`src/rtl/arith_defs.sv`:
```
`default_nettype none
// ============================================================================
//  Module      : arith_defs (package)
//  Description : Shared arithmetic definitions. Provides the add/subtract
//                mode encodings and the segment-width helper used to split
//                a WIDTH-bit operand into STAGES equal ripple segments.
//  Ports       : none (package)
//  Revision    : 1.0 - initial parametrised add/subtract datapath release
// ============================================================================
package arith_defs;

    localparam logic MODE_ADD = 1'b0;
    localparam logic MODE_SUB = 1'b1;

    // Width of one ripple segment when WIDTH bits are split over STAGES.
    function automatic int seg_w(input int width, input int stages);
        return width / stages;
    endfunction

endpackage

`ifndef SEG_W
`define SEG_W(width, stages) ((width) / (stages))
`endif

`default_nettype wire

```
`src/rtl/adder_segment.sv`:
```
`default_nettype none
// ============================================================================
//  Module      : adder_segment
//  Description : Purely combinational SEG-bit ripple adder built from a chain
//                of full_adder cells. One instance handles one pipeline
//                segment of the wide add/subtract.
//  Ports       : i_a, i_b   - SEG-bit operand slices (b already conditioned)
//                i_cin      - carry into the segment LSB
//                o_sum      - SEG-bit sum slice
//                o_cout     - carry out of the segment MSB
//                o_cmsb     - carry into the segment MSB
//  Revision    : 1.0 - initial release
// ============================================================================
module adder_segment #(
    parameter int SEG = 4
) (
    input  logic [SEG-1:0] i_a,
    input  logic [SEG-1:0] i_b,
    input  logic           i_cin,
    output logic [SEG-1:0] o_sum,
    output logic           o_cout,
    output logic           o_cmsb
);

    // w_c[i] is the carry into bit i; w_c[SEG] leaves the segment.
    logic [SEG:0] w_c;

    assign w_c[0] = i_cin;

    genvar i;
    generate
        for (i = 0; i < SEG; i++) begin : g_bit
            full_adder u_fa (
                .i_a    (i_a[i]),
                .i_b    (i_b[i]),
                .i_cin  (w_c[i]),
                .o_sum  (o_sum[i]),
                .o_cout (w_c[i+1])
            );
        end
    endgenerate

    assign o_cout = w_c[SEG];
    assign o_cmsb = w_c[SEG-1];

endmodule

`default_nettype wire

```
`src/rtl/full_adder.sv`:
```
`default_nettype none
// ============================================================================
//  Module      : full_adder
//  Description : Single-bit full adder cell, the building block of every
//                ripple segment.
//  Ports       : i_a, i_b   - operand bits
//                i_cin      - carry in
//                o_sum      - sum bit
//                o_cout     - carry out
//  Revision    : 1.0 - initial release
// ============================================================================
module full_adder (
    input  logic i_a,
    input  logic i_b,
    input  logic i_cin,
    output logic o_sum,
    output logic o_cout
);

    assign o_sum  = i_a ^ i_b ^ i_cin;
    assign o_cout = (i_a & i_b) | (i_cin & (i_a ^ i_b));

endmodule

`default_nettype wire

```
`src/rtl/pipelined_addsub.sv`:
```
`default_nettype none
// ============================================================================
//  Module      : pipelined_addsub
//  Description : WIDTH-bit add/subtract split into STAGES ripple segments,
//                one segment per clock, with registered carries between
//                segments, valid/ready flow control (global stall), a
//                subtract mode and a two's-complement overflow flag.
//                Latency is STAGES cycles, throughput one op per cycle.
//  Ports       : clk       - clock, rising edge
//                rst_n     - synchronous active-low reset
//                in_valid  - operands valid
//                in_ready  - operands accepted this cycle
//                a, b      - WIDTH-bit operands
//                cin       - carry in
//                sub       - 0: a+b+cin, 1: a+~b+(cin^1)
//                out_valid - result valid
//                out_ready - downstream accepts result
//                sum       - WIDTH-bit result
//                cout      - raw carry out of the MSB
//                ovf       - signed overflow
//  Revision    : 1.0 - initial release
// ============================================================================
module pipelined_addsub
    import arith_defs::*;
#(
    parameter int WIDTH  = 16,
    parameter int STAGES = 4
) (
    input  logic             clk,
    input  logic             rst_n,
    input  logic             in_valid,
    output logic             in_ready,
    input  logic [WIDTH-1:0] a,
    input  logic [WIDTH-1:0] b,
    input  logic             cin,
    input  logic             sub,
    output logic             out_valid,
    input  logic             out_ready,
    output logic [WIDTH-1:0] sum,
    output logic             cout,
    output logic             ovf
);

    localparam int c_seg = seg_w(WIDTH, STAGES);

    logic             w_advance;
    logic             w_sub_mode;
    logic [WIDTH-1:0] w_b_eff;
    logic             w_c0;

    // Global stall: the whole pipe moves only when the output slot is free
    // or is being drained this cycle.
    assign w_advance  = !out_valid || out_ready;
    assign in_ready   = w_advance;

    assign w_sub_mode = (sub == MODE_SUB);
    assign w_b_eff    = b ^ {WIDTH{w_sub_mode}};
    assign w_c0       = cin ^ w_sub_mode;

    // Stage k adds segment k. Its register holds:
    //   r_valid/r_carry    - valid bit and carry out of segment k
    //   r_sum              - finished sum slices 0..k (deskew)
    //   g_skew.r_a/r_b     - operand bits not yet added (skew), absent in
    //                        the last stage
    // The last stage doubles as the output register.
    genvar k;
    generate
        for (k = 0; k < STAGES; k++) begin : g_stage
            localparam int c_rem  = WIDTH - k * c_seg;
            localparam int c_done = (k + 1) * c_seg;
            localparam bit c_last = (k == STAGES - 1);

            logic [c_rem-1:0]  w_a_rem;
            logic [c_rem-1:0]  w_b_rem;
            logic              w_c_in;
            logic              w_v_in;
            logic [c_seg-1:0]  w_seg_sum;
            logic              w_seg_cout;
            logic              w_cmsb_unused;
            logic [c_done-1:0] w_sum_next;

            logic              r_valid;
            logic              r_carry;
            logic [c_done-1:0] r_sum;

            if (k == 0) begin : g_src_in
                assign w_a_rem    = a;
                assign w_b_rem    = w_b_eff;
                assign w_c_in     = w_c0;
                assign w_v_in     = in_valid;
                assign w_sum_next = w_seg_sum;
            end else begin : g_src_prev
                assign w_a_rem    = g_stage[k-1].g_skew.r_a;
                assign w_b_rem    = g_stage[k-1].g_skew.r_b;
                assign w_c_in     = g_stage[k-1].r_carry;
                assign w_v_in     = g_stage[k-1].r_valid;
                assign w_sum_next = {w_seg_sum, g_stage[k-1].r_sum};
            end

            adder_segment #(
                .SEG (c_seg)
            ) u_seg (
                .i_a    (w_a_rem[c_seg-1:0]),
                .i_b    (w_b_rem[c_seg-1:0]),
                .i_cin  (w_c_in),
                .o_sum  (w_seg_sum),
                .o_cout (w_seg_cout),
                .o_cmsb (w_cmsb_unused)
            );

            // Intermediate stages load freely on advance (bubble data is
            // don't-care); the output stage only loads real results so the
            // presented value never changes under a bubble.
            always_ff @(posedge clk) begin
                if (!rst_n) begin
                    r_valid <= 1'b0;
                    r_carry <= 1'b0;
                    r_sum   <= '0;
                end else if (w_advance) begin
                    r_valid <= w_v_in;
                    if (!c_last || w_v_in) begin
                        r_carry <= w_seg_cout;
                        r_sum   <= w_sum_next;
                    end
                end
            end

            if (c_last) begin : g_ovf
                logic w_ovf;
                logic r_ovf;

                // The top slice of the last segment carries the operand MSBs.
                assign w_ovf = (w_a_rem[c_seg-1] == w_b_rem[c_seg-1]) &&
                               (w_seg_sum[c_seg-1] != w_a_rem[c_seg-1]);

                always_ff @(posedge clk) begin
                    if (!rst_n) begin
                        r_ovf <= 1'b0;
                    end else if (w_advance && w_v_in) begin
                        r_ovf <= w_ovf;
                    end
                end
            end else begin : g_skew
                logic [c_rem-c_seg-1:0] r_a;
                logic [c_rem-c_seg-1:0] r_b;

                always_ff @(posedge clk) begin
                    if (!rst_n) begin
                        r_a <= '0;
                        r_b <= '0;
                    end else if (w_advance) begin
                        r_a <= w_a_rem[c_rem-1:c_seg];
                        r_b <= w_b_rem[c_rem-1:c_seg];
                    end
                end
            end
        end
    endgenerate

    assign out_valid = g_stage[STAGES-1].r_valid;
    assign sum       = g_stage[STAGES-1].r_sum;
    assign cout      = g_stage[STAGES-1].r_carry;
    assign ovf       = g_stage[STAGES-1].g_ovf.r_ovf;

endmodule

`default_nettype wire

```
`config.mk`:
```
export PLATFORM = sky130hd
export DESIGN_NAME = pipelined_addsub
export DESIGN_NICKNAME = d
export VERILOG_FILES = /design/src/rtl/arith_defs.sv /design/src/rtl/adder_segment.sv /design/src/rtl/full_adder.sv /design/src/rtl/pipelined_addsub.sv
export SDC_FILE = /design/constraint.sdc
export NUM_CORES = 1
export LEC_CHECK = 0
export CELL_PAD_IN_SITES_DETAIL_PLACEMENT = 0
export CELL_PAD_IN_SITES_GLOBAL_PLACEMENT = 2
export CORE_AREA = 2 2 124 102
export DETAILED_ROUTE_END_ITERATION = 10
export DIE_AREA = 0 0 126 104
export PLACE_DENSITY_LB_ADDON = 0.1
export SETUP_SLACK_MARGIN = 0.02
export SKIP_CTS_REPAIR_TIMING = 1
export SLEW_MARGIN = 20
export SYNTH_ARGS = -nofsm -noshare
export SYNTH_HDL_FRONTEND = slang
export SYNTH_SLANG_ARGS = --single-unit
```
`constraint.sdc`:
```
create_clock -name clk -period 4.6 [get_ports clk]
set_input_delay 0.46 -clock clk [delete_from_list [all_inputs] [get_ports clk]]
set_output_delay 0.46 -clock clk [all_outputs]
set_load 0.01 [all_outputs]
```
# == Yosys cells after proc, flatten, opt, wreduce, memory -nomap -nowiden ==
# Cells that the tools add are included.
# totals
out_inout_bits,20
in_bits,38
word_cells,108
regBits,97
# op_classes
n_reduce_logical,5
n_eq_ne,2
n_bitwise,82
# op_table
cell,n
XOR 1 bit,33
bitwise AND 1 bit,32
bitwise OR 1 bit,16
XOR 16 bit,1
logical AND 1 bit,2
AND reduction 2 bit,1
== test 1 bit,1
zero test 1 bit,1
logical OR 1 bit,1
!= test 1 bit,1

# == Longest topological paths before layout ==
# depth
word_depth,10
ltp_mapped,10
mapped_depth_nobuf,10

# == Cells and area by module ==
# From an unflattened synthesis, not the netlist that was laid out.
# unflattened
cells_unflattened,449
area_unflattened_um2,3965.1
# by_module_without_submodules
module,cells_each,area_per_inst_um2,seq_area_each_um2,instances
pipelined_addsub,433,3644.7,1941.9,1
full_adder,1,20.0,0.0,16

# == Worst setup path after synthesis ==
# No wires, ideal clock.
# synth_timing
path_kind,input to register
start,in sub
end,reg g_stage[0].r_sum[3]
arrival_ns,2.655
required_ns,4.459
path_stages,10
path_slack_ns,1.804
setup_time_ns,0.141
path_buffers,2
path_cell_list,buf_4 -> buf_4 -> xnor2_1 -> fa_1 -> fa_1 -> fa_1 -> inv_1 -> fa_1 -> nand2_1 -> a21oi_1
# synth_via
elab_chain_cells,9
elab_cells_between_ends,16
classes_between,bitwise (16)
# synth_rtl
element,line,rtl
from (decl),pipelined_addsub.sv:36,"input logic sub,"
XOR 16 bit,pipelined_addsub.sv:57,assign w_b_eff = b ^ {WIDTH{w_sub_mode}};
XOR 1 bit,full_adder.sv:21,assign o_cout = (i_a & i_b) | (i_cin & (i_a ^ i_b));
bitwise AND 1 bit,full_adder.sv:21,
bitwise OR 1 bit,full_adder.sv:21,
bitwise AND 1 bit,full_adder.sv:21,
bitwise OR 1 bit,full_adder.sv:21,
bitwise AND 1 bit,full_adder.sv:21,
bitwise OR 1 bit,full_adder.sv:21,
XOR 1 bit *,full_adder.sv:20,assign o_sum = i_a ^ i_b ^ i_cin;
via g_stage[0].u_seg.g_bit[3].u_fa.o_sum,full_adder.sv:16,"output logic o_sum,"
to (signal assigned),pipelined_addsub.sv:123,r_sum <= w_sum_next;
to (decl),pipelined_addsub.sv:84,logic [c_done-1:0] r_sum;
# The timed path passes the listed nets; every way through them passes the cells marked *.
# A chain may end at the register's enable or synchronous reset.

# == Final worst setup path ==
# Same ends and word-level chain as after synthesis.

==> metrics.log <==
INFO  metric finalCriticalPeriod = 2.997 ns
INFO  metric flow.area_growth_from_synthesis = 21.19%
INFO  metric worst_setup_path_start_kind = primary input
INFO  metric finalHoldWorstSlack = 0.4517 ns
INFO  metric relSlewSlack = 0.4256
INFO  metric wire_length_of_the_first_global_routing_pass = 14210 um
INFO  metric switching_fraction = 0.2387
INFO  metric drcViolationCount = 0
INFO  metric finish.utilization = 0.4158
INFO  metric final.period_utilization = 0.6514
INFO  metric finalHoldViolCount = 0
INFO  metric share_of_synthesized_cell_area_in_and_or_nand_and_nor_gates = 0.1478
INFO  metric die_area = 13100 um2
INFO  metric layout_commonest_cell = sky130_fd_sc_hd__nand2_1
INFO  metric globalRoute.totalOverflow = 0
INFO  metric setup_viol = 0
INFO  metric placed_cells_incl_taps = 642
INFO  metric portion_of_total_power_attributed_to_combinational_logic = 0.103
INFO  metric drt_first_iter_violations = 121
INFO  metric detailed_place_hpwl = 5399 um
INFO  metric slew_at_the_pin_closest_to_its_max_slew_limit = 0.8616 ns
INFO  metric synth_top_family_by_area = compound AO/OA/AOI/OAI gates
INFO  metric maxClockFrequency = 0.3337 GHz
INFO  metric synth-seq-cells = 97
INFO  metric post-layout-total-power = 1.786 mW
INFO  metric setup_total_negative_slack = 0 ns
INFO  metric layout.nets = 556
INFO  metric timing_worst_setup_path_type = primary input to flop
INFO  metric final.setup_skew = 0.005059 ns
INFO  metric max_cap_violations = 0
INFO  metric largest_net_degree_at_the_start_of_global_routing = 83
INFO  metric cp.arrival = 3.18 ns
INFO  metric worst_setup_path_end_kind = flop
INFO  metric required = 4.78 ns
INFO  metric critical_path_peak_fanout = 17
INFO  metric multi_input_area = 1818 um2
INFO  metric core_area = 11890 um2
INFO  metric power.ir.vdd_worst = 0.0001617 V
INFO  metric post_synth_mux_area_share = 0
INFO  metric placement.setup.worst_slack = 1.235 ns
INFO  metric outcome = finished, final reports clean
INFO  metric numCtsBuffers = 9
INFO  metric first_global_vias = 2833
INFO  metric ratio_of_cells_with_drive_above_1_in_the_final_layout = 0.08317
INFO  metric detail_route.vias_per_cell = 4.545
INFO  metric chipWidth = 126 um
INFO  metric p_int = 1.360 mW
INFO  metric final_cells = 657
INFO  metric placed_cell_area = 4673 um2
INFO  metric grt_setup_unrepaired = no
INFO  metric input_output_buffers = 57
INFO  metric synth_cell_types = 21
INFO  metric drt.antenna.violating_nets = 0
INFO  metric synth_compound_area_frac = 0.1776
INFO  metric cts_buffer_depth = 2
INFO  metric syn-cell-area = 4080 um2
INFO  metric mappedNetlistNets = 518
INFO  metric grt_antenna_before_repair = 0
INFO  metric antenna-diode-count = 0
INFO  metric synth_xor_xnor_area_share = 0.03864
INFO  metric num_ports = 58
INFO  metric clock_sinks = 97
INFO  metric num_vias = 2986
INFO  metric routed_wirelength = 8583 um
INFO  metric synthesized_area_fraction_occupied_by_adder_cells = 0.08157
INFO  metric post_drt_wl_per_cell = 13.06 um
INFO  metric htreeDepth = 3
INFO  metric m1WireLength = 4593 um
INFO  metric cts.reportedPaths.clkPinSlew = 0.07 ns
INFO  metric clk_latency = 0.34 ns
INFO  metric gp_congestion = 0.6884
INFO  metric synthCells = 463
INFO  metric power.clock.fraction = 0.384
INFO  metric maxUsedRoutingLayer = met4
INFO  metric initial_core_util = 0.3431
INFO  metric power_leakage = 1.811 nW
INFO  metric die_height = 104 um
INFO  metric area.sequential = 1942 um2
INFO  metric power.share.sequential = 0.514
INFO  metric timing_max_transition_violations_final = 0
INFO  metric worst_hold_path_type = flop to flop
INFO  metric rows = 36
INFO  metric power_per_cell_area = 361.2 nW/um2
INFO  metric syn-mean-instance-area = 8.812 um2
INFO  metric seq_area_frac_synth = 0.4759
INFO  metric design_area = 4945 um2
INFO  metric fin_ws = 1.603 ns
INFO  metric synth.yosys.warnings = 0
INFO  metric filler_instances = 1280
INFO  metric clock-root-buffer = sky130_fd_sc_hd__clkbuf_16
INFO  metric dr_wl_met2 = 3528 um
INFO  metric drt_pre_antenna_iters = 4
INFO  metric dr_wl_met3 = 349 um
INFO  metric track_usage = 0.1340
INFO  metric commonest_non_fill_non_tap_cells_in_the_layout = sky130_fd_sc_hd__nand2_1, sky130_fd_sc_hd__dfxtp_1, sky130_fd_sc_hd__a21oi_1, sky130_fd_sc_hd__clkdlybuf4s50_1, sky130_fd_sc_hd__inv_1
INFO  metric netSwitchingPower = 426.3 uW
INFO  metric cts_tree = done
## cell families after synthesis
group | Yosys count
buffers and inverters | 64
flip-flops | 97
AO/OA/AOI/OAI | 114
AND/OR/NAND/NOR | 153
adder cells (fa/ha/maj) | 17
XOR/XNOR | 18
## layer usage
layer	GRT usage	vias to the layer above
met5	0	-
met4	0.04474	0
met3	0.03498	9
li1	-	1569
met1	0.1977	1358
met2	0.1889	50
## cell usage after synthesis
master	n	area (um2)
sky130_fd_sc_hd__nor2b_4	1	13.76
sky130_fd_sc_hd__buf_1	1	3.750
sky130_fd_sc_hd__ha_1	1	12.51
sky130_fd_sc_hd__xnor2_1	15	131.4
sky130_fd_sc_hd__nor2_1	22	82.58
sky130_fd_sc_hd__dfxtp_1	97	1942
sky130_fd_sc_hd__nand3_1	15	75.07
sky130_fd_sc_hd__buf_4	3	22.52
sky130_fd_sc_hd__inv_1	26	97.59
sky130_fd_sc_hd__inv_2	2	7.510
sky130_fd_sc_hd__clkbuf_1	12	45.04
sky130_fd_sc_hd__a211oi_1	6	45.04
sky130_fd_sc_hd__nand2_1	115	431.7
sky130_fd_sc_hd__buf_6	7	78.83
sky130_fd_sc_hd__o32ai_1	1	8.760
sky130_fd_sc_hd__buf_2	13	65.06
sky130_fd_sc_hd__fa_1	16	320.3
sky130_fd_sc_hd__xor2_1	3	26.28
sky130_fd_sc_hd__a21oi_1	75	375.4
sky130_fd_sc_hd__o21ai_0	14	70.07
sky130_fd_sc_hd__a211oi_2	18	225.2
## worst paths after layout
kind                                                from                  endpoint  slack [ns]  depth (start not counted)
worst max-delay path                                 sub       g_stage[0].r_sum[3]        1.60                         10
worst min-delay path            g_stage[0].g_skew.r_b[9]  g_stage[1].g_skew.r_b[5]        0.45                          2
worst max register to register        g_stage[2].r_carry                       ovf        1.88                         10
worst min register to register  g_stage[0].g_skew.r_b[9]  g_stage[1].g_skew.r_b[5]        0.45                          2
## power by group through the flow
stage          Sequential (mW)  Combinational, mW  Clock (mW)
2_1_floorplan            0.931              0.120           0
3_3_place_gp             0.936              0.184           0
3_5_place_dp             0.937              0.186           0
4_1_cts                  0.918              0.187       0.708
5_1_grt                  0.924              0.208       0.744
6_report                 0.918              0.183       0.685
## state kept, by name, indices dropped and copies added, names as in the netlist
name                count
ovf                     1
g_stage.r_valid         3
g_stage.g_skew.r_a     24
g_stage.r_carry         3
cout                    1
sum                    16
out_valid               1
g_stage.r_sum          24
g_stage.g_skew.r_b     24
## cell type report
type                            count  area share
Clock buffer                       10     0.04833
Clock inverter                      5    0.006579
Inverter                           28     0.02176
Multi-Input combinational cell    302      0.3677
Sequential cell                    97      0.3927
Tap cell                          152     0.03846
Timing Repair Buffer               63      0.1245
## worst max-delay path, cell delays in order
cell and delay, ns:
sky130_fd_sc_hd__clkdlybuf4s50_1 0.45, sky130_fd_sc_hd__buf_4 0.29, sky130_fd_sc_hd__xnor2_1 0.15, sky130_fd_sc_hd__fa_1 0.43, sky130_fd_sc_hd__fa_1 0.39, sky130_fd_sc_hd__fa_1 0.38, sky130_fd_sc_hd__inv_1 0.08, sky130_fd_sc_hd__fa_1 0.40
sky130_fd_sc_hd__nand2_1 0.07, sky130_fd_sc_hd__a21oi_1 0.07
Note: power is estimated with default switching activity, not from simulation.
